File: src/rtl/sprite_slot_arbiter.sv
// Sprite slot arbiter.
// Grants one sprite producer per cycle, round-robin. It captures the granted descriptor into a
// shadow table and marks that slot dirty. On each vertical-blank pulse it walks every slot once
// and writes only the dirty ones to the sprite RAM, so the renderer never sees a torn frame.
//
// Ports:
//   clk, reset    system clock, asynchronous active-high reset
//   req           per-requester write request, held until granted
//   req_addr      packed slot addresses, requester i at [i*AW +: AW]
//   req_data      packed descriptors, requester i at [i*DW +: DW]
//   gnt           one-hot combinational grant (capture happens at this edge)
//   vblank_start  single-cycle start-of-vertical-blank pulse
//   ram_we/ram_addr/ram_din  registered sprite RAM write port
//   busy          high while the flush is running
//   overrun       sticky, set by a vblank pulse that arrives mid-flush
module sprite_slot_arbiter #(
  parameter int unsigned NREQ = 4,
  parameter int unsigned AW   = 3,
  parameter int unsigned DW   = 32
) (
  input  logic               clk,
  input  logic               reset,
  input  logic [NREQ-1:0]    req,
  input  logic [NREQ*AW-1:0] req_addr,
  input  logic [NREQ*DW-1:0] req_data,
  output logic [NREQ-1:0]    gnt,
  input  logic               vblank_start,
  output logic               ram_we,
  output logic [AW-1:0]      ram_addr,
  output logic [DW-1:0]      ram_din,
  output logic               busy,
  output logic               overrun
);

  localparam int unsigned NSLOT = 2 ** AW;
  localparam int unsigned PW    = (NREQ > 1) ? $clog2(NREQ) : 1;

  typedef enum logic [0:0] {StIdle, StFlush} state_e;

  state_e            state_q, state_d;
  logic [AW-1:0]     idx_q;
  logic [PW-1:0]     rr_ptr_q;
  logic [NSLOT-1:0]  dirty_q;
  logic [DW-1:0]     shadow_q [NSLOT];

  logic              gnt_valid;
  logic [PW-1:0]     gnt_idx;
  logic [PW-1:0]     cand;
  logic [AW-1:0]     gnt_addr;
  logic [DW-1:0]     gnt_data;

  // Grant search starts just after the last winner, so a continuously requesting producer
  // can never be starved.
  always_comb begin
    state_d   = state_q;
    gnt       = '0;
    gnt_valid = 1'b0;
    gnt_idx   = '0;
    cand      = '0;
    if (state_q == StIdle) begin
      for (int k = 1; k <= int'(NREQ); k++) begin
        cand = PW'((int'(rr_ptr_q) + k) % int'(NREQ));
        if (!gnt_valid && req[cand]) begin
          gnt_valid = 1'b1;
          gnt_idx   = cand;
        end
      end
      if (gnt_valid) gnt[gnt_idx] = 1'b1;
      if (vblank_start) state_d = StFlush;
    end else if (idx_q == AW'(NSLOT - 1)) begin
      state_d = StIdle;
    end
  end

  assign gnt_addr = req_addr[gnt_idx*AW +: AW];
  assign gnt_data = req_data[gnt_idx*DW +: DW];
  assign busy     = (state_q == StFlush);

  always_ff @(posedge clk or posedge reset) begin
    if (reset) begin
      state_q  <= StIdle;
      idx_q    <= '0;
      rr_ptr_q <= PW'(NREQ - 1);
      dirty_q  <= '1;  // first flush clears the whole RAM
      ram_we   <= 1'b0;
      ram_addr <= '0;
      ram_din  <= '0;
      overrun  <= 1'b0;
      for (int s = 0; s < int'(NSLOT); s++) shadow_q[s] <= '0;
    end else begin
      state_q <= state_d;
      if (state_q == StIdle) begin
        ram_we <= 1'b0;
        // A grant on the vblank edge still lands before the flush walks slot 0.
        if (gnt_valid) begin
          shadow_q[gnt_addr] <= gnt_data;
          dirty_q[gnt_addr]  <= 1'b1;
          rr_ptr_q           <= gnt_idx;
        end
        if (vblank_start) idx_q <= '0;
      end else begin
        if (vblank_start) overrun <= 1'b1;
        if (dirty_q[idx_q]) begin
          ram_we         <= 1'b1;
          ram_addr       <= idx_q;
          ram_din        <= shadow_q[idx_q];
          dirty_q[idx_q] <= 1'b0;
        end else begin
          ram_we <= 1'b0;
        end
        idx_q <= idx_q + AW'(1);
      end
    end
  end

endmodule

File: config.mk
export PLATFORM = sky130hd
export DESIGN_NAME = sprite_slot_arbiter
export DESIGN_NICKNAME = d
export VERILOG_FILES = /design/src/rtl/sprite_slot_arbiter.sv
export SDC_FILE = /design/constraint.sdc
export NUM_CORES = 1
export LEC_CHECK = 0
export CORE_MARGIN = 10
export CORE_UTILIZATION = 40
export CTS_CLUSTER_SIZE = 12
export DETAILED_ROUTE_END_ITERATION = 6
export GPL_TIMING_DRIVEN = 0
export HOLD_SLACK_MARGIN = 0.02
export PLACE_DENSITY = 0.72
export SLEW_MARGIN = 5
export SYNTH_ARGS = -nofsm -noshare
export SYNTH_HDL_FRONTEND = slang
export SYNTH_SLANG_ARGS = --single-unit
File: constraint.sdc
create_clock -name clk -period 12.5 [get_ports clk]
set_clock_uncertainty 0.1 [all_clocks]
set_input_delay 2.5 -clock clk [delete_from_list [all_inputs] [get_ports clk]]
set_output_delay 2.5 -clock clk [all_outputs]
set_load 0.05 [all_outputs]
After elaboration in Yosys (flattened, before gate mapping):

Cells that the tools add are included.

* register bits after elaboration: 307
* output and inout bits: 42
* logic and storage cells: 110

* add/subtract/negate cells: 5
* multiply operators: 1
* magnitude comparators: 13
* equality and inequality tests: 2
* shifts and indexed selects: 2
* mux-type cells: 49
* bitwise logic cells: 6
* reductions and logical operators: 16

Operator list (count)
* $bwmux 256: 1
* $shiftx 128x8->32: 1
* $bmux 32 s3: 1
* $demux 32 s3: 1
* $mux 32: 3
* $mux 8: 3
* $mux 1: 22
* $lt 2x3->1 const B: 5
* $mux 2: 6
* $shiftx 12x5->3: 1
* $and 8x8->8: 1
* $bmux 1 s2: 4
* $ge 4x4->1 const B: 2
* $lt 3x4->1 const B: 2
* $mux 4: 2
* $not 3->4: 2
* $not 8->8: 1
* $or 8x8->8: 1
* $reduce_and 2->1: 4
* $logic_and 1x1->1: 7
* $demux 1 s3: 2
* $ge 3x1->1 const B: 2
* $mux 3: 2
* $add 2x1->2 const B: 2
* 12 further kinds: 16

Depth between registers and ports, before layout:

Gate-level depths: netlist of the first run.

* depth in word-level cells: 27
* depth in mapped cells: 11

Worst setup path before layout of the first run:

OpenSTA, ideal clock, no wires.

* kind: input to output
* from: input req[2]
* to: output gnt[1]
* data arrival time: 4228 ps
* data required time: 9900 ps
* slack: 5672 ps
* cell stages on the path: 8
* path buffers: 3
* path through: and2b_1 -> o2bb2ai_1 -> o21bai_1 -> buf_2 -> nand2b_1 -> buf_2 -> clkbuf_1 -> nor2_1

* cells in the longest elaborated chain, start to end: 22
* elaborated cells between the ends (all ways): 34

RTL lines
* start: declaration: RTL line 23 `input logic [NREQ-1:0] req,`
* $bmux 1 s2: RTL line 63 `if (!gnt_valid && req[cand]) begin`
* $mux 1 (implied by the code): RTL line 63
* $mux 1: RTL line 63
* $mux 1: RTL line 60 `if (state_q == StIdle) begin`
* $logic_not 1->1: RTL line 63
* $logic_and 1x1->1: RTL line 63
* $mux 1: RTL line 63
* $mux 1: RTL line 60
* (+6 left out)
* $mux 2: RTL line 63
* $mux 2: RTL line 60
* $lt 2x3->1 (implied by the code) / $ge 2x1->1 (equally long branches): RTL line 68 `if (gnt_valid) gnt[gnt_idx] = 1'b1;`
* $logic_and 1x1->1 (implied by the code): RTL line 68
* $mux 1 (implied by the code): RTL line 68
* $demux 1 s2: RTL line 68
* $mux 4 (*): RTL line 68
* $mux 4 (*): RTL line 60
* end: declaration: RTL line 26 `output logic [NREQ-1:0] gnt,`

Every way passes the cells marked *; elsewhere a longest branch is shown, timed or not. The select of a mux whose other input is x is not followed.

Worst setup path after layout of the first run:

* from: input req[3]
* to: output gnt[1]

Same word-level chain as after synthesis.

==> summary by stage, run 1 <==
Run status
The run finished with clean final reports.

Yosys
In this run, synthesis produced a sequential element count of about 300. The most common flop cell mapped by yosys is sky130_fd_sc_hd__dfrtp_1. The synthesized net count is roughly 1300. The post-synthesis share of cell area spent on xor and xnor gates is 0. The warning count from the yosys run is 0.

Averaged over all synthesized cells, the footprint is 12.4 µm². The number of unique standard cell types used by synthesis is 56. Measured against the total synthesized area, the mux share comes to 0.213.

The number of flops mapped to enable cells by yosys is 0. The synthesized design spends more area on one cell type than any other, namely sky130_fd_sc_hd__dfrtp_1. The dominant combinational cell family by area after synthesis is multiplexers.

The share of the Yosys chip area taken by registers is 0.536. Ranked by total cell area, the synthesized netlist is headed by sky130_fd_sc_hd__dfrtp_1 (52%), sky130_fd_sc_hd__mux2_2 (17%), sky130_fd_sc_hd__nand2_1 (4.2%), sky130_fd_sc_hd__mux2_4 (3.9%), sky130_fd_sc_hd__a22oi_1 (3.3%). The area share of and/or/nand/nor cells after synthesis is 0.0760. The adder and majority gate portion of the synthesized area is 0.00174. The compound-cell area share of the yosys netlist is 0.140. The fraction of registers with async set/reset is 1.00. The netlist area before placement is 14400 µm².

The share of synthesized area in the top cell type comes to 0.517. The synthesized instance count is around 1200.

STA
The final hold violation count was 0. Setup repair after global routing left no endpoint under its margin. The worst path needs approximately 8100 ps of the cycle, external delays included. The measured slew at the worst slew-check pin is 1440 ps. After layout, the worst setup slack is 4410 ps. The final-layout setup total negative slack is 0 ps. In the finished design, the share of the clock period the worst path needs comes to 0.647. Setup violations remaining at the end of the flow were counted as 0.

The total count of max-transition violations in the final report is 0. The worst slew slack as a fraction of its limit is 0.0310. The fmax is 124 MHz.

Detailed routing
Dividing the detail-routed wire length by the instance count gives 24.8 µm. The count of nets left with antenna violations after detail routing is 0. For this run, design rule violations remaining after detail routing come to 0. The iteration count of the initial detailed-routing pass is 7. The violation count after the first detailed-route iteration is 1058. The total number of vias is 10800. The post-detailed-route via-to-cell ratio is 5.80.

The final wirelength is 46.2 mm.

Hold path
The startpoint identified for the worst hold timing path is overrun. The path class of the tightest hold or removal check is reg -> reg.

Critical path
The cell count of the worst reg-to-reg path is 7. The critical-path maximum fanout is 10. The worst-path cell with the longest stage delay is sky130_fd_sc_hd__clkdlybuf4s50_1. Across all register-to-register paths, the minimum setup slack is 8230 ps. The startpoint type of the worst setup path is an input port.

The startpoint identified for the worst register-to-register timing path is idx_q[0]. The most critical setup path has its endpoint at gnt[1]. For the worst setup path, the data required time is 9900 ps. STA puts the critical path data arrival time at 5490 ps.

The reg-to-reg endpoint is ram_din[30]. The critical path goes through clkdlybuf4s50_1, and2b_1, o2bb2ai_1, o21bai_1, buf_2, nand2b_1, buf_2, clkbuf_1, nor2_1, clkdlybuf4s50_1. The delay of the slowest cell on the worst path is approximately 830 ps. The critical path starts at req[3].

The critical path is of the in -> out type. The worst setup path is captured at an output port.

Pwr
The total leakage power is 8.05 nW. The power per cell area is 260 nW/µm². The largest vdd supply drop is 0.161 mV.

Global route
The global routing stage identified its most utilized layer as met2. For met3 alone, demand over resource in global routing was 0.0370. Entering global routing, the biggest net connects about 120 pins. The first-pass GRT wire length is 69.2 mm. The number of antenna violations at the first check in global routing came to 0. Across every metal layer, demand over resource in global routing totals 0.202. For met1 alone, demand over resource in global routing was 0.271. Summed over all layers, the global routing overflow is 0. The met2 capacity usage during global routing is 0.328. The number of global-route vias before repair came to between 10000 and 15000.

Floorplan
The area of the die is ~44000 µm². During I/O placement, the number of pins put on the boundary was 189. The total area inside the core boundary comes to 35500 µm². The initial utilization of the core area, before any placement, comes to 0.405. The floorplan die width is ~210 µm.

The floorplan has 69 rows. Measured along the y axis, the die boundary spans 210 µm.

Layout
Of the cells placed in the final design, the portion with a size suffix greater than 1 is 0.251. The number of diodes added for antenna fixing is 0. Relative to the synthesized area, the layout overhead comes to 24.2%. After routing the design area is 17800 µm². The net total in the final layout is between 1500 and 2000.

Clock network
Clock tree synthesis found a total of 307 sinks. After clock tree synthesis, the clock-pin slew on the worst setup and hold paths is 60 ps. In this run, post-CTS hold repair placed 0 buffers. The later pin in the worst-skew pair is clocked with a latency of 580 ps. In this run, post-CTS repair resized a total of 0 instances. In this run the clock root is driven by a sky130_fd_sc_hd__clkbuf_16.

CTS built an H-tree with a depth of 1. The longest clock path from root to sink contains 3 buffers. The number of buffers inserted during clock tree synthesis is 31. TritonCTS built the clock tree. The number of buffers inserted to repair setup after CTS is 0.

Run
The count of max-cap constraint violations is 0.

Placed design
Summed over all nets, the half-perimeter wirelength after detailed placement is 31.8 mm. The area of placed instances is 16900 µm². The final weighted congestion in routability-driven placement is 0.841.

The worst setup slack before clock tree synthesis is approximately 4400 ps. The count of input and output buffers is 188.
==> per-stage QoR <==
step	instances	power [mW]	utilization	hold slack (ps)
CTS	1866	4.64	0.503	368
floorplan	1160	3.03	-	339
global placement	1809	3.67	0.474	344
finish	1866	4.65	0.503	370
detailed placement	1811	3.75	0.476	351
global route	1866	4.88	0.503	374
==> cells in the final DEF, fill, tap and decap left out, types with 33 or more instances in the layout <==
| cell | count |
|---|---|
| sky130_fd_sc_hd__nand2_1 | 160 |
| sky130_fd_sc_hd__clkdlybuf4s50_1 | 188 |
| sky130_fd_sc_hd__clkbuf_1 | 68 |
| sky130_fd_sc_hd__a22o_1 | 34 |
| sky130_fd_sc_hd__a22oi_1 | 64 |
| sky130_fd_sc_hd__a21o_1 | 37 |
| sky130_fd_sc_hd__dfrtp_1 | 297 |
| sky130_fd_sc_hd__mux2_2 | 217 |
| sky130_fd_sc_hd__and3_1 | 33 |
| sky130_fd_sc_hd__a31oi_1 | 65 |
| sky130_fd_sc_hd__mux2_4 | 37 |
==> logic make-up after synthesis <==
| family | Yosys count |
|---|---|
| mux | 260 |
| fa+ha+maj | 2 |
| flops | 307 |
| simple gates | 234 |
| compound gates | 263 |
| buf+inv | 94 |
==> per-layer routing <==
metal | routed length (µm) | vias to the layer above
met2 | 21900 | 399
li1 | - | 4753
met4 | 960 | 0
met5 | 0 | -
met3 | 3120 | 55
met1 | 20200 | 5625
==> registers in the layout, summed over array words and instances (netlist names), 2 cells and up <==
register  count
dirty_q       8
idx_q         3
ram_addr      3
ram_din      32
rr_ptr_q      2
shadow_q    256
==> cells in the mapped netlist (4+ instances only) <==
cell type                  number
sky130_fd_sc_hd__o21ai_0        4
sky130_fd_sc_hd__buf_2         13
sky130_fd_sc_hd__a31oi_1       65
sky130_fd_sc_hd__a221oi_1      32
sky130_fd_sc_hd__mux2i_1        4
sky130_fd_sc_hd__buf_6         12
sky130_fd_sc_hd__buf_1          4
sky130_fd_sc_hd__mux2_4        37
sky130_fd_sc_hd__a21o_1        37
sky130_fd_sc_hd__nand2b_1       5
sky130_fd_sc_hd__and3_1        33
sky130_fd_sc_hd__a22o_1        34
sky130_fd_sc_hd__dfstp_2       10
sky130_fd_sc_hd__dfrtp_1      297
sky130_fd_sc_hd__inv_1          7
sky130_fd_sc_hd__mux2_2       217
sky130_fd_sc_hd__nor2_1        10
sky130_fd_sc_hd__clkbuf_1      51
sky130_fd_sc_hd__buf_4          7
sky130_fd_sc_hd__nand2_1      160
sky130_fd_sc_hd__nor3_1         4
sky130_fd_sc_hd__a22oi_1       64
sky130_fd_sc_hd__a21oi_1        4
==> critical path, delay by kind of cell <==
kind | cells | cell delay, ps
buf+inv | 5 | 2240
simple gates | 3 | 450
compound gates | 2 | 300
==> area by class of cell <==
class | count | area [µm²]
buffer | 87 | 459
clock buffer | 52 | 895
clock inverter | 3 | 55.1
fill | 3086 | 17600
inverter | 7 | 33.8
multi-input combinational | 759 | 6190
sequential | 307 | 7690
tap | 461 | 577
timing repair buffer | 190 | 1940
==> report_power, final <==
part | total, mW | switching [mW] | leakage (nW) | internal (mW)
Combinational | 2.04 | 1.20 | 3.75 | 0.835
Clock | 0.888 | 0.383 | 0.459 | 0.505
Sequential | 1.72 | 0.246 | 3.84 | 1.48
Total | 4.65 | 1.83 | 8.05 | 2.82
==> worst min-delay path by stage <==
stage / end / slack [ps] / cells past startpoint
final: overrun / 370 / 1
after global routing: dirty_q[2] / 370 / 2
after CTS: dirty_q[2] / 370 / 2
after detailed placement: overrun / 350 / 1
after global placement: overrun / 340 / 1
after floorplan: dirty_q[2] / 340 / 2
Note: power is estimated with default switching activity, not from simulation.
==> inputs of run 2 (changes only) <==
--- a/config.mk
+++ b/config.mk
@@ -11,7 +11,7 @@
 export DETAILED_ROUTE_END_ITERATION = 6
 export GPL_TIMING_DRIVEN = 0
 export HOLD_SLACK_MARGIN = 0.02
-export PLACE_DENSITY = 0.72
+export PLACE_DENSITY = 0.74
 export SLEW_MARGIN = 5
 export SYNTH_ARGS = -nofsm -noshare
 export SYNTH_HDL_FRONTEND = slang
==> constraint.sdc (replaced) <==
create_clock -name clk -period 7.05 [get_ports clk]
set_clock_uncertainty 0.1 [all_clocks]
set_input_delay 1.41 -clock clk [delete_from_list [all_inputs] [get_ports clk]]
set_output_delay 1.41 -clock clk [all_outputs]
set_load 0.05 [all_outputs]
==> run 2 against run 1 <==
Effect of this change:
- worst setup slack got worse by 3300 ps
- cell area increased by 0.58%
- flip-flop and latch count unchanged
- combinational power increased by 78%
- highest routed layer unchanged
- utilization increased by 0.29 points
- critical path depth unchanged
- hold slack improved by 0.53 ps
- cell count increased by 0.27%
- sequential power increased by 78%
- total power increased by 78%
- largest cell class unchanged
- largest power group unchanged
- non-clock buffer count increased by 6
==> summary by stage, run 2 (synthesized netlist as in run 1, its figures left out) <==
Run status
The run finished with clean final reports.

Layout
From synthesis to final layout, the design area changed by 24.9%. The filler cell count in the final layout is 2999 (-2.8%). The number of standard cells in the final layout excluding fillers is 1871 (+0.27%). The fraction of layout instances using a drive strength above 1 is 0.257 (+0.00620). The sequential cell area in the final layout is 7690 µm² (unchanged).

The largest registers in the layout are shadow_q: 256 flops, ram_din: 32 flops, dirty_q: 8 flops. The number of diodes added for antenna fixing is 0 (unchanged). In the layout the commonest cells are sky130_fd_sc_hd__dfrtp_1 (297), sky130_fd_sc_hd__mux2_2 (217), sky130_fd_sc_hd__clkdlybuf4s50_1 (188). The most flop-heavy register is shadow_q. The total area of multi-input combinational cells is 6190 µm² (unchanged). The number of flip-flops under the largest register name is 256 (unchanged). The net total in the final layout came to 1538 (+0.39%). Leaving out fill and tap cells, the most frequent cell in the layout is sky130_fd_sc_hd__dfrtp_1.

Pwr
The largest vdd supply drop is 0.234 mV (+45%). The power per cell area is 460 nW/µm² (+77%). The total leakage power was 8.10 nW (+0.59%).

Detailed routing
The DRC violation count after routing is 0 (unchanged). The final wirelength came to 46.1 mm (-0.30%). The iteration count of the initial detailed-routing pass is 6 (-1).

The count of nets left with antenna violations after detail routing is 0 (unchanged). The post-detailed-route via-to-cell ratio is 5.87 (+1.1%). The total number of vias is 11000 (+1.3%). The violation count after the first detailed-route iteration came to 973 (-8.0%). The average detailed-routed wire length per instance was 24.6 µm (-0.57%).

Global route
The number of global-route vias before repair is 11400 (+1.5%). The pin count of the biggest net entering global routing is 40 (-67%). The first-pass GRT wire length is 69.6 mm (+0.53%). The overall global routing resource usage came to 0.202 (+0.000438). The number of antenna violations at the first check in global routing is 0 (unchanged). The total congestion overflow came to 0 (unchanged).

Placed design
The count of input and output buffers was 188 (unchanged). The final weighted congestion in routability-driven placement was 0.868 (+3.3%). The sum of net half-perimeters after detailed placement came to 32.0 mm (+0.69%). The worst setup slack before clock tree synthesis was 1100 ps (-3250 ps).

The placed cell count is 1817 (+0.33%).

STA
The fmax is ~170 MHz. The total count of max-transition violations in the final report is 0 (unchanged). The final-layout setup total negative slack is 0 ps (unchanged). Setup repair after global routing left no endpoint under its margin. The final worst slack came to 1120 ps (-3290 ps). The worst slew slack as a fraction of its limit is 0.189 (+0.158).

The number of setup violations in the final report is 0 (unchanged). The final period utilization is 0.841. The final hold violation count was 0 (unchanged). For the finished layout, the period the worst path requires is 5930 ps. The measured slew at the worst slew-check pin came to 1210 ps (-235 ps).

Critical path
The critical-path maximum fanout is 10 (unchanged). The worst register-to-register path begins at idx_q[0]. The capturing element type of the critical path is an output port.

The startpoint type of the worst setup path is an input port. The required time at the endpoint of the critical path is 5540 ps (-4360 ps). The critical path starts at req[3]. The arrival time of the worst setup path was 4420 ps (-1070 ps). The cell count of the worst reg-to-reg path is 7 (unchanged). The path type of the worst setup path is in -> out.

Floorplan
The chip height is 210 µm (unchanged). The cell row count is 69 (unchanged). The starting density of the core is 0.405 (unchanged).

The area of the die is 43900 µm² (unchanged). The floorplan die width is 210 µm (unchanged). The placeable core region is 35500 µm² (unchanged).

The number of top-level pins is 189 (unchanged).

Run
The count of max-cap constraint violations came to 0 (unchanged).

Clock network
The clock latency on the worst-skew pair is 560 ps (-20 ps). The number of buffers inserted to repair setup after CTS is 0 (unchanged). The number of buffers inserted during clock tree synthesis is 31 (unchanged). The maximum clock insertion buffer count is 3 (unchanged).

The CTS H-tree depth is 1 (unchanged). The root buffer cell chosen for the clock tree is sky130_fd_sc_hd__clkbuf_16. TritonCTS built the clock tree. The clock-pin slew reported for the worst setup and hold paths after clock tree synthesis is 60 ps (about the same). The hold buffer count at cts is 0 (unchanged). The clock sink total is 307 (unchanged). The count of instances resized after the clock tree is built is 0 (unchanged).

Hold path
The startpoint of the tightest hold check path is dirty_q[2]. The class of the worst hold path is reg -> reg. The depth of the worst hold-timing path is 2 (+1).
==> run 2: cell types whose count changed in the layout (fill, tap and decap cells not counted) <==
cell / previous run / this run
sky130_fd_sc_hd__buf_12: 0 / 8
sky130_fd_sc_hd__bufinv_16: 1 / 0
sky130_fd_sc_hd__clkbuf_8: 4 / 8
sky130_fd_sc_hd__clkinvlp_4: 0 / 2
sky130_fd_sc_hd__inv_16: 1 / 0
sky130_fd_sc_hd__inv_6: 0 / 1
sky130_fd_sc_hd__clkbuf_1: 68 / 63
sky130_fd_sc_hd__inv_8: 1 / 0
sky130_fd_sc_hd__buf_16: 2 / 0
==> run 2: through the flow <==
stage                     cell area [µm²]  power (mW)   util  hold slack, ps
after floorplan                     14400        5.37      -             339
after global placement              16800        6.52  0.474             350
after detailed placement            17000        6.67  0.479             353
after CTS                           17900        8.23  0.506             364
after global routing                17900        8.67  0.506             385
final                               17900        8.26  0.506             370
==> run 2: path summary, 6_finish.rpt <==
check	end	slack (ps)
worst max-delay path	gnt[1]	1120
worst min-delay path	dirty_q[2]	370
worst max register to register	ram_din[7]	2900
worst min register to register	dirty_q[2]	370
max in group asynchronous	rr_ptr_q[0]	4360
min in group asynchronous	ram_din[1]	1240
==> run 2: layout make-up <==
| cell class | count | share of cell area |
|---|---|---|
| buffer | 87 | 0.0256 |
| clock buffer | 51 | 0.0519 |
| clock inverter | 3 | 0.00119 |
| inverter | 7 | 0.00167 |
| multi-input combinational | 759 | 0.345 |
| sequential | 307 | 0.429 |
| tap | 461 | 0.0321 |
| timing repair buffer | 196 | 0.114 |
==> run 2: power breakdown <==
group          leakage (nW)  switching [mW]  internal (mW)
combinational          3.79            2.15           1.49
sequential             3.84           0.449           2.62
clock                 0.462           0.660          0.891
total                  8.10            3.26           5.00
==> run 2: metal layers <==
metal / wire length [µm] / share of wire / global-route usage
met5: 0 / 0 / 0
met4: 1350 / 0.029 / 0.0628
met3: 3690 / 0.080 / 0.0429
met2: 21500 / 0.47 / 0.325
met1: 19500 / 0.42 / 0.267
==> run 2: worst max-delay path: stages <==
cell and delay (ps):
sky130_fd_sc_hd__clkdlybuf4s50_1 580, sky130_fd_sc_hd__and2b_1 170, sky130_fd_sc_hd__o2bb2ai_1 120, sky130_fd_sc_hd__o21bai_1 170, sky130_fd_sc_hd__buf_2 320, sky130_fd_sc_hd__nand2b_1 80, sky130_fd_sc_hd__buf_2 200, sky130_fd_sc_hd__clkbuf_1 310
sky130_fd_sc_hd__nor2_1 210, sky130_fd_sc_hd__clkdlybuf4s50_1 840
==> inputs of run 3 (changes only) <==
==> constraint.sdc (replaced) <==
create_clock -name clk -period 4.8 [get_ports clk]
set_clock_uncertainty 0.1 [all_clocks]
set_input_delay 0.96 -clock clk [delete_from_list [all_inputs] [get_ports clk]]
set_output_delay 0.96 -clock clk [all_outputs]
set_load 0.05 [all_outputs]
==> run 3 against run 2 <==
Effect of this change:
- non-clock buffer count down 1
- clock power up 47%
- die area unchanged
- critical path depth down 3
- cell area unchanged
- flip-flop and latch count unchanged
- via count down 0.34%
- global-route usage down 0.057 points
- clock-buffer cell count unchanged
==> summary by stage, run 3 (synthesized netlist as in run 1, its figures left out) <==
Run status
The run finished with clean final reports.

Detailed routing
The final wirelength is 45.9 mm (-0.38%). The post-detailed-route via-to-cell ratio was 5.85 (-0.28%). The violation count after the first detailed-route iteration is 985 (+1.2%). The average detailed-routed wire length per instance is 24.5 µm (-0.33%). The DRC violation count after routing is 0 (unchanged). The iteration count of the initial detailed-routing pass is 5 (-1). The total number of vias is 10900 (-0.34%). The count of nets left with antenna violations after detail routing is 0 (unchanged).

Layout
The layout overhead on the synthesized area came to 24.9% (unchanged). The fraction of layout instances using a drive strength above 1 is 0.257 (about the same). The net total in the final layout is 1537 (-0.065%).

Counting flops per register, the top entry is shadow_q. Leaving out fill and tap cells, the most frequent cell in the layout is sky130_fd_sc_hd__dfrtp_1. In the final layout, the registers with the most flip-flops are shadow_q: 256 flops, ram_din: 32 flops, dirty_q: 8 flops. The number of diodes added for antenna fixing was 0 (unchanged). The number of flip-flops under the largest register name is 256 (unchanged). The utilization after layout is 0.506 (unchanged). The post-layout instance area is 17900 µm² (unchanged). In the layout the commonest cells are sky130_fd_sc_hd__dfrtp_1 (297), sky130_fd_sc_hd__mux2_2 (217), sky130_fd_sc_hd__clkdlybuf4s50_1 (185).

Clock network
The clock sink total came to 307 (unchanged). The number of buffers inserted during clock tree synthesis is 31 (unchanged). The hold buffer count at cts came to 0 (unchanged). The CTS H-tree depth came to 1 (unchanged). The maximum clock insertion buffer count is 3 (unchanged). The root buffer cell is sky130_fd_sc_hd__clkbuf_16.

The number of buffers inserted to repair setup after CTS is 0 (unchanged). TritonCTS built the clock tree. The clock latency on the worst-skew pair is 560 ps (about the same). The clock-pin slew reported for the worst setup and hold paths after clock tree synthesis was 60 ps (about the same).

Critical path
The startpoint type of the worst setup path is an input port. The critical-path maximum fanout came to 10 (unchanged). The required time at the endpoint of the critical path came to 3740 ps (-1800 ps). The delay of the slowest cell on the worst path came to 580 ps (-260 ps). The arrival time of the worst setup path is 3510 ps (-910 ps). The setup slack of the most critical reg-to-reg path is 710 ps (-2190 ps). The startpoint identified for the worst register-to-register timing path is idx_q[0]. STA classifies the critical path endpoint as an output port. The cell count of the worst reg-to-reg path is 7 (unchanged).

Traced cell by cell, the critical path runs through clkdlybuf4s50_1, and3b_2, a31oi_4, nand3b_1, clkbuf_1, nor2_1, dlygate4sd2_1. The reg-to-reg endpoint is ram_din[7]. The slowest stage of the critical path belongs to the cell sky130_fd_sc_hd__clkdlybuf4s50_1. The path type of the worst setup path is in -> out.

Pwr
The largest vdd supply drop is 0.342 mV (+46%). The final total power is 12.1 mW (+47%). The power per cell area is 675 nW/µm² (+47%). The total leakage power is 8.14 nW (+0.49%).

Hold path
In this run the most critical hold path is launched from dirty_q[2]. The min-delay analysis places its worst path in the category reg -> reg. The depth of the worst hold-timing path is 2 (unchanged).

The path with the worst hold slack has its endpoint at dirty_q[2].

STA
Setup repair after global routing left no endpoint under its margin. The measured slew at the worst slew-check pin is 1210 ps (+2.27 ps). The total count of max-transition violations in the final report is 0 (unchanged).

The final worst slack is 235 ps (-889 ps). The worst slew slack as a fraction of its limit is 0.187 (-0.00152). The fmax is ~220 MHz. The final period utilization is 0.951. The number of setup violations in the final report was 0 (unchanged). The worst path in the final design needs a cycle of 4570 ps, including I/O delays and setup. The final hold violation count is 0 (unchanged).

Floorplan
The starting density of the core is 0.405 (unchanged). The area of the die is 43900 µm² (unchanged). The placeable core region is 35500 µm² (unchanged). The number of top-level pins is 189 (unchanged). The floorplan die width came to 210 µm (unchanged). The cell row count came to 69 (unchanged). The chip height came to 210 µm (unchanged).

Placed design
The count of input and output buffers is 188 (unchanged). The final weighted congestion in routability-driven placement is 0.868 (unchanged). The area of placed instances is 17000 µm² (unchanged). The sum of net half-perimeters after detailed placement is 32.0 mm (unchanged). The worst setup slack before clock tree synthesis is -250 ps (-1350 ps).

Global route
The number of global-route vias before repair is 11300 (-0.079%). The pin count of the biggest net entering global routing is 40 (unchanged). The number of antenna violations at the first check in global routing was 0 (unchanged).

The first-pass GRT wire length was 69.5 mm (-0.19%). The overall global routing resource usage is 0.202 (-0.000573). The total congestion overflow is 0 (unchanged).

Run
The count of max-cap constraint violations came to 0 (unchanged).
## run 3: repair_timing
item	4_1_cts	5_1_grt
endpoints found under the hold margin	0	0
pin swaps	0	0
setup endpoints to repair	3	2
gates resized for setup	1	2
## run 3: cell type report
class | instances | area, µm²
fillers | 2999 | 17500
repair buffers | 196 | 2050
multi-input cells | 759 | 6190
inverters | 7 | 30.0
well taps | 461 | 577
clock inverters | 3 | 21.3
clock buffers | 51 | 931
flip-flops and latches | 307 | 7690
plain buffers | 86 | 455
## run 3: per-stage QoR
| stage | hold WS, ps | TNS (ps) | std cells |
|---|---|---|---|
| 2_1_floorplan | 339 | -100030 | 1160 |
| 3_3_place_gp | 350 | -702320 | 1809 |
| 3_5_place_dp | 353 | -1090 | 1817 |
| 4_1_cts | 364 | 0 | 1870 |
| 5_1_grt | 385 | 0 | 1870 |
| 6_report | 368 | 0 | 1870 |
## run 3: report_power, final
| group | total, mW | internal (mW) | leakage (nW) | switching, mW |
|---|---|---|---|---|
| clock | 2.28 | 1.31 | 0.462 | 0.972 |
| combinational | 5.32 | 2.18 | 3.83 | 3.14 |
| sequential | 4.51 | 3.85 | 3.84 | 0.661 |
| total | 12.1 | 7.34 | 8.14 | 4.77 |
## run 3: how the worst max path moves through the flow
stage | cells past startpoint | end | slack [ps] | from
6_report | 7 | gnt[2] | 230 | req[3]
5_1_grt | 7 | gnt[2] | 70 | req[3]
4_1_cts | 9 | gnt[1] | 60 | req[3]
3_5_place_dp | 10 | gnt[1] | -250 | req[2]
3_3_place_gp | 2 | ram_din[19] | -2360 | reset
2_1_floorplan | 1 | busy | -340 | reset
## run 3: metal layers
metal / wire, µm / global-route usage / vias to the layer above
met3: 3690 / 0.0429 / 64
met1: 19300 / 0.266 / 5668
met5: 0 / 0 / -
met2: 21700 / 0.325 / 468
met4: 1270 / 0.0628 / 0
li1: - / - / 4741
## run 3: critical path, delay by kind of cell
kind / cells / cell delay (ps)
buffers and inverters: 3 / 1520
and+or+nand+nor: 3 / 830
AOI/OAI and AO/OA: 1 / 180
